--- src/rtl/mem_arbiter.sv ---
// mem_arbiter: two-master round-robin arbiter in front of a single-port RAM.
// Masters use a valid/ready handshake with byte strobes; the slave side uses
// the cs/we/address/write_data/read_data/ready core interface.
// Optional access timeout: define MEM_ARB_TIMEOUT_EN.
module mem_arbiter #(
    parameter int unsigned ADDR_WIDTH     = 15,
    parameter int unsigned TIMEOUT_CYCLES = 255,
    parameter logic [31:0] ERROR_DATA     = 32'h0
) (
    input  logic                  clk,
    input  logic                  rst_n,
    input  logic                  m0_valid,
    input  logic [3:0]            m0_wstrb,
    input  logic [ADDR_WIDTH-1:0] m0_addr,
    input  logic [31:0]           m0_wdata,
    output logic [31:0]           m0_rdata,
    output logic                  m0_ready,
    input  logic                  m1_valid,
    input  logic [3:0]            m1_wstrb,
    input  logic [ADDR_WIDTH-1:0] m1_addr,
    input  logic [31:0]           m1_wdata,
    output logic [31:0]           m1_rdata,
    output logic                  m1_ready,
    output logic                  mem_cs,
    output logic [3:0]            mem_we,
    output logic [ADDR_WIDTH-1:0] mem_address,
    output logic [31:0]           mem_write_data,
    input  logic [31:0]           mem_read_data,
    input  logic                  mem_ready,
    output logic                  timeout_err
);

    typedef enum logic [1:0] {IDLE, ACCESS, RESP} state_t;

    state_t      state;
    logic        rr_last;   // id of the master granted most recently
    logic        grant;     // id of the master owning the current access
    logic        winner;
    logic        done;
    logic [31:0] done_data;

`ifdef MEM_ARB_TIMEOUT_EN
    localparam logic [7:0] TO_LIMIT = 8'(TIMEOUT_CYCLES);
    logic [7:0] to_cnt;
    logic [7:0] to_cnt_inc;

    assign to_cnt_inc = to_cnt + 8'd1;
`endif

    // Pick the winner: sole requester, or on a tie the master not served last
    always_comb begin
        winner = 1'b0;
        if (m0_valid && m1_valid) begin
            winner = ~rr_last;
        end else if (m1_valid) begin
            winner = 1'b1;
        end
    end

    // Access completion: slave ready, or (optionally) the timeout expiring
    always_comb begin
        done      = mem_ready;
        done_data = mem_read_data;
`ifdef MEM_ARB_TIMEOUT_EN
        if (!mem_ready && (to_cnt_inc == TO_LIMIT)) begin
            done      = 1'b1;
            done_data = ERROR_DATA;
        end
`endif
    end

    // Arbitration FSM with registered slave-side and master-side outputs
    always_ff @(posedge clk or negedge rst_n) begin
        if (!rst_n) begin
            state          <= IDLE;
            rr_last        <= 1'b1;
            grant          <= 1'b0;
            mem_cs         <= 1'b0;
            mem_we         <= '0;
            mem_address    <= '0;
            mem_write_data <= '0;
            m0_rdata       <= '0;
            m1_rdata       <= '0;
            m0_ready       <= 1'b0;
            m1_ready       <= 1'b0;
`ifdef MEM_ARB_TIMEOUT_EN
            to_cnt         <= '0;
            timeout_err    <= 1'b0;
`endif
        end else begin
            m0_ready <= 1'b0;
            m1_ready <= 1'b0;
            case (state)
                IDLE: begin
                    if (m0_valid || m1_valid) begin
                        grant          <= winner;
                        rr_last        <= winner;
                        mem_address    <= winner ? m1_addr  : m0_addr;
                        mem_write_data <= winner ? m1_wdata : m0_wdata;
                        // mem_we doubles as the latched strobe register
                        mem_we         <= winner ? m1_wstrb : m0_wstrb;
                        mem_cs         <= 1'b1;
                        state          <= ACCESS;
`ifdef MEM_ARB_TIMEOUT_EN
                        to_cnt         <= '0;
`endif
                    end
                end
                ACCESS: begin
                    if (done) begin
                        mem_cs <= 1'b0;
                        mem_we <= '0;
                        if (grant) begin
                            m1_rdata <= done_data;
                            m1_ready <= 1'b1;
                        end else begin
                            m0_rdata <= done_data;
                            m0_ready <= 1'b1;
                        end
                        state <= RESP;
`ifdef MEM_ARB_TIMEOUT_EN
                        if (!mem_ready) begin
                            timeout_err <= 1'b1;
                        end
                    end else begin
                        to_cnt <= to_cnt_inc;
`endif
                    end
                end
                RESP: begin
                    state <= IDLE;
                end
                default: begin
                    state <= IDLE;
                end
            endcase
        end
    end

`ifndef MEM_ARB_TIMEOUT_EN
    assign timeout_err = 1'b0;
`endif

endmodule

--- config.mk ---
export PLATFORM = sky130hd
export DESIGN_NAME = mem_arbiter
export DESIGN_NICKNAME = d
export VERILOG_FILES = /design/src/rtl/mem_arbiter.sv
export SDC_FILE = /design/constraint.sdc
export NUM_CORES = 1
export LEC_CHECK = 0
export CAP_MARGIN = 20
export CORE_MARGIN = 2
export CORE_UTILIZATION = 40
export DETAILED_ROUTE_END_ITERATION = 10
export PLACE_DENSITY_LB_ADDON = 0.05
export SYNTH_ARGS = -nofsm -noshare
export SYNTH_HDL_FRONTEND = slang
export SYNTH_SLANG_ARGS = --single-unit
--- constraint.sdc ---
create_clock -name clk -period 2.05 [get_ports clk]
set_input_delay 0.205 -clock clk [delete_from_list [all_inputs] [get_ports clk]]
set_output_delay 0.205 -clock clk [all_outputs]
set_load 0.02 [all_outputs]
# Word-level counts from Yosys, hierarchy flattened
# Cells that the tools add are included.
[op_classes]
reduce_logical = 9
n_eq_ne = 3
mux = 20
bitwise = 2
[ops]
columns = ["operator", "n"]
rows = [
  ["2-to-1 mux 32 bit", 1],
  ["2-to-1 mux 15 bit", 1],
  ["2-to-1 mux 4 bit", 3],
  ["2-to-1 mux 1 bit", 10],
  ["AND reduction 3 bit", 3],
  ["one-hot mux 4 bit (2 select lines)", 1],
  ["2-to-1 mux 2 bit", 2],
  ["!= test 2 bit, second input constant", 2],
  ["one-hot mux 2 bit (2 select lines)", 1],
  ["AND reduction 2 bit", 2],
  ["== test 2 x 1 -> 1 bit, second input constant", 1],
  ["zero test 2 bit", 1],
  ["NOT 1 bit", 2],
  ["one-hot mux 1 bit (2 select lines)", 1],
  ["nonzero test 2 bit", 1],
  ["logical AND 1 bit", 1],
  ["logical OR 1 bit", 1],
]
[totals]
out_inout_bits = 119
word_cells = 45
input_bits = 139
register_bits = 122

# Depth between registers and ports, before layout
[depth]
depth_word = 5
depth_mapped = 5
ltp_nobuf = 4

# Least setup slack after synthesis
# Ideal clock, no wire load.
[synth_timing]
path_kind = "register to register"
startpoint = "register rr_last"
endpoint = "register mem_address[11]"
required_time_ps = 1925
path_stages_with_launch = 6
setup_time_ps = 125
n_path_buf = 2
setup_slack_ps = 471
arrival_time_ps = 1454
synth_period_minus_slack_ps = 1579
cell_sequence = "dfstp_2 -> a21bo_1 -> buf_6 -> buf_6 -> mux2_1 -> mux2_2"
[synth_between]
elab_chain_cells = 3
[synth_rtl]
columns = ["element", "line", "rtl"]
rows = [
  ["start, declared", "36", "logic rr_last;"],
  ["start signal, assigned", "97", "rr_last <= winner;"],
  ["NOT 1 bit", "54", "winner = ~rr_last;"],
  ["2-to-1 mux 1 bit", "53", "if (m0_valid && m1_valid) begin"],
  ["2-to-1 mux 15 bit", "98", "mem_address <= winner ? m1_addr : m0_addr;"],
  ["end signal, assigned", "98", ""],
  ["end, declared", "26", "output logic [ADDR_WIDTH-1:0] mem_address,"],
]
# Every way passes these cells.
# A chain may end at the register's enable or synchronous reset.

# Worst setup path after layout
[layout_timing]
startpoint = "register rr_last"
endpoint = "register mem_write_data[27]"
[layout_between]
elab_chain_cells = 3
[layout_rtl]
columns = ["element", "line", "rtl"]
rows = [
  ["NOT 1 bit", "54", ""],
  ["2-to-1 mux 1 bit", "53", ""],
  ["2-to-1 mux 32 bit", "99", "mem_write_data <= winner ? m1_wdata : m0_wdata;"],
  ["end signal, assigned", "99", ""],
  ["end, declared", "27", "output logic [31:0] mem_write_data,"],
]
# Every way passes these cells.

==> summary.md <==
| Metric | Value |
|---|---|
| Run status | `finished clean` |
| Commonest non-fill, non-tap cell in the layout | `clkdlybuf4s50_1` |
| Syn nets | `466` |
| Final Core Density | `68.6%` |
| Detail Route Antenna Nets | `0` |
| Largest net degree at the start of global routing | `45` |
| # Max-Cap Violations | `0` |
| Minimum clock period | `1.74 ns` |
| Height of the die | `118 um` |
| # clock sinks | `122` |
| Avg Vias per Cell | `4.76` |
| Residual DRC | `0` |
| Placed cell area | `8000 um2` |
| WP data required | `2.34 ns` |
| Clock Root Buffer | `clkbuf_16` |
| Antenna violations before repair | `0` |
| Total track usage | `20.0%` |
| Clock latency on the worst-skew pair | `0.41 ns` |
| Cell count after synthesis | `327` |
| Vias | `3,715` |
| RSZ-0062 raised after global routing | `false` |
| CP Capture Type | `register` |
| Period utilization | `84.9%` |
| Sequential share of the synthesized area | `59.2%` |
| Global-route wire length before repair | `21,600 um` |
| TritonCTS Buffers | `17` |
| DP HPWL | `9960 um` |
| Post-Synth XOR/XNOR Area | `0%` |
| Fin Setup TNS | `0 ns` |
| Post-route insts no fill | `781` |
| Number of global-route vias before repair | `3,981` |
| P&R area growth vs syn | `67.8%` |
| Post-Route WL | `13,500 um` |
| Diode count | `0` |
| DR iter-0 viols | `138` |
| Area of the multi-input gates | `1980 um2` |
| Pre-antenna DRT Iters | `4` |
| CTS tree | `built` |
| Post-synthesis compound-gate area fraction | `0.752%` |
| Most frequent cells in the layout | `255 x clkdlybuf4s50_1, 121 x dfrtp_1, 113 x mux2_2` |
| Die Area | `13,800 um2` |
| Rows | `41` |
| Crit path buf inv count | `1` |
| Synth Area in Simple Gates | `1.12%` |
| CTS-repair resized insts | `0` |
| CP Max Fanout | `29` |
| Port Buffers | `256` |
| Max IR drop VDD | `0.00104 V` |
| WL/cell | `17.2 um` |
| Ys Warns | `0` |
| Die X | `118 um` |
| CP Cell Sequence | `a21bo_2 > buf_12 > mux2_1 > mux2_2` |
| Power per standard cell area | `1630 nW/um2` |
| CTS H-tree lvls | `4` |
| Placed Instances | `750` |
| Clk slew on worst S/H paths | `0.05 ns` |
| Register Area | `3050 um2` |
| Final Cell Area | `8660 um2` |
| GPL Wtd Cong | `0.735` |
| Critical Path Max Stage Delay | `0.57 ns` |
| Hold Fails Final Rpt | `0` |
| Post-Synth Adder-Cell Area | `0%` |
| Final Max Tran Viols | `0` |
| Core box area | `12,600 um2` |
| Setup violators final | `0` |
| I/O Pins | `258` |
| Starting Density | `40.9%` |
| Clock Tree Buf Depth | `2` |
| Mux share of post-synthesis cell area | `36.0%` |
| Fin nets | `737` |
| Hold crit path type | `in -> async` |
| Avg Inst Size Synth | `15.8 um2` |
| Total grt overflow | `0` |
| Clk_skew | `0.00630 ns` |
| Fill cell count | `976` |
| CP max stage cell | `dfstp_2` |
| Largest family of logic cells by synthesized area | `multiplexers` |
| FMAX | `575 MHz` |
| Crit start category | `register` |
| Critical path class | `reg -> reg` |
| Yosys cell types | `23` |
| Worst Path Arrival | `2.03 ns` |
| Lkg Pwr | `3.64 nW` |
| Synthesized flop and latch total | `122` |
| Crit path max-delay family | `multiplexers` |
| Mapped Area | `5160 um2` |
| Share of post-route cells with drive strength above 1 | `26.4%` |
==> routing by layer <==
layer / GRT usage (%) / wire length, um / up-vias
met5: 0 / 0 / -
li1: - / - / 1696
met4: 7.98 / 303 / 0
met3: 8.91 / 1300 / 21
met1: 22.7 / 5210 / 1831
met2: 33.0 / 6650 / 167
==> registers in the layout, summed over array words and instances, names as in the netlist <==
signal / flops
mem_cs: 1
m1_rdata: 32
mem_we: 4
mem_write_data: 32
state: 2
m1_ready: 1
grant: 1
mem_address: 15
m0_ready: 1
m0_rdata: 32
rr_last: 1
==> kinds of logic (layout without fill, tap and decap cells) <==
group | after synthesis | in the layout
other | 1 | 1
muxes | 166 | 166
AOI/OAI and AO/OA | 6 | 6
and+or+nand+nor | 12 | 12
buffers and inverters | 20 | 302
DFF | 122 | 122
==> worst paths after layout <==
path	slack, ns	endpoint	depth (start not counted)	startpoint
max	0.31	mem_write_data[27]$_DFFE_PN0P_	4	rr_last$_DFFE_PN1P_
min	0.24	mem_write_data[29]$_DFFE_PN0P_	2	rst_n
max reg2reg	0.31	mem_write_data[27]$_DFFE_PN0P_	4	rr_last$_DFFE_PN1P_
min reg2reg	0.47	mem_cs$_DFFE_PN0P_	2	mem_cs$_DFFE_PN0P_
max in group asynchronous	1.22	mem_write_data[6]$_DFFE_PN0P_	3	rst_n
min in group clk	0.41	state[0]$_DFFE_PN0P_	2	mem_ready
==> worst register-to-register path, stage by stage (launching register included) <==
cell and delay (ns):
dfstp_2 0.57, a21bo_2 0.21, buf_12 0.21, mux2_1 0.38, mux2_2 0.27
==> repair_timing <==
action                                 in CTS  in global routing
setup buffers                               0                  0
hold buffers                                1                  0
endpoints found under the hold margin      37                  0
==> power by group <==
group	internal [mW]	switching [mW]
registers	3.65	0.628
logic	3.61	2.99
clock network	2.27	0.998
total	9.52	4.62
==> synth_stat cells <==
| master | number | share of area (%) |
|---|---|---|
| a21bo_1 | 1 | 0.19 |
| a21o_1 | 1 | 0.15 |
| a21oi_1 | 1 | 0.097 |
| a31oi_1 | 1 | 0.12 |
| buf_2 | 8 | 0.78 |
| buf_4 | 4 | 0.58 |
| buf_6 | 6 | 1.3 |
| conb_1 | 1 | 0.073 |
| dfrtp_1 | 121 | 59 |
| dfstp_2 | 1 | 0.51 |
| inv_1 | 2 | 0.15 |
| mux2_1 | 45 | 9.8 |
| mux2_2 | 113 | 25 |
| mux2i_1 | 8 | 1.6 |
| nand2_1 | 6 | 0.44 |
| nand2_2 | 1 | 0.12 |
| nand2b_1 | 1 | 0.12 |
| nand3b_1 | 1 | 0.15 |
| nor2_1 | 1 | 0.073 |
| nor2_2 | 1 | 0.12 |
| nor3_1 | 1 | 0.097 |
| o21ai_0 | 1 | 0.097 |
| o21ai_1 | 1 | 0.097 |
==> layout make-up <==
cell class                      instances  share of cell area (%)
Tap cell                              172                    2.49
Sequential cell                       122                    35.3
Timing Repair Buffer                  270                    31.8
Clock buffer                           22                    5.59
Inverter                                2                  0.0867
Clock inverter                          8                    1.91
Multi-Input combinational cell        185                    22.8
==> stage by stage <==
| step | total power [mW] | setup slack (ns) | hold WS (ns) |
|---|---|---|---|
| after global placement | 10.8 | 0.156 | 0.109 |
| after global routing | 14.8 | 0.271 | 0.261 |
| after floorplan | 7.65 | 0.471 | -0.0906 |
| after detailed placement | 11.0 | 0.149 | 0.109 |
| final | 14.1 | 0.309 | 0.237 |
| after CTS | 14.3 | 0.311 | 0.219 |
Power figures use the tool's default switching activity.
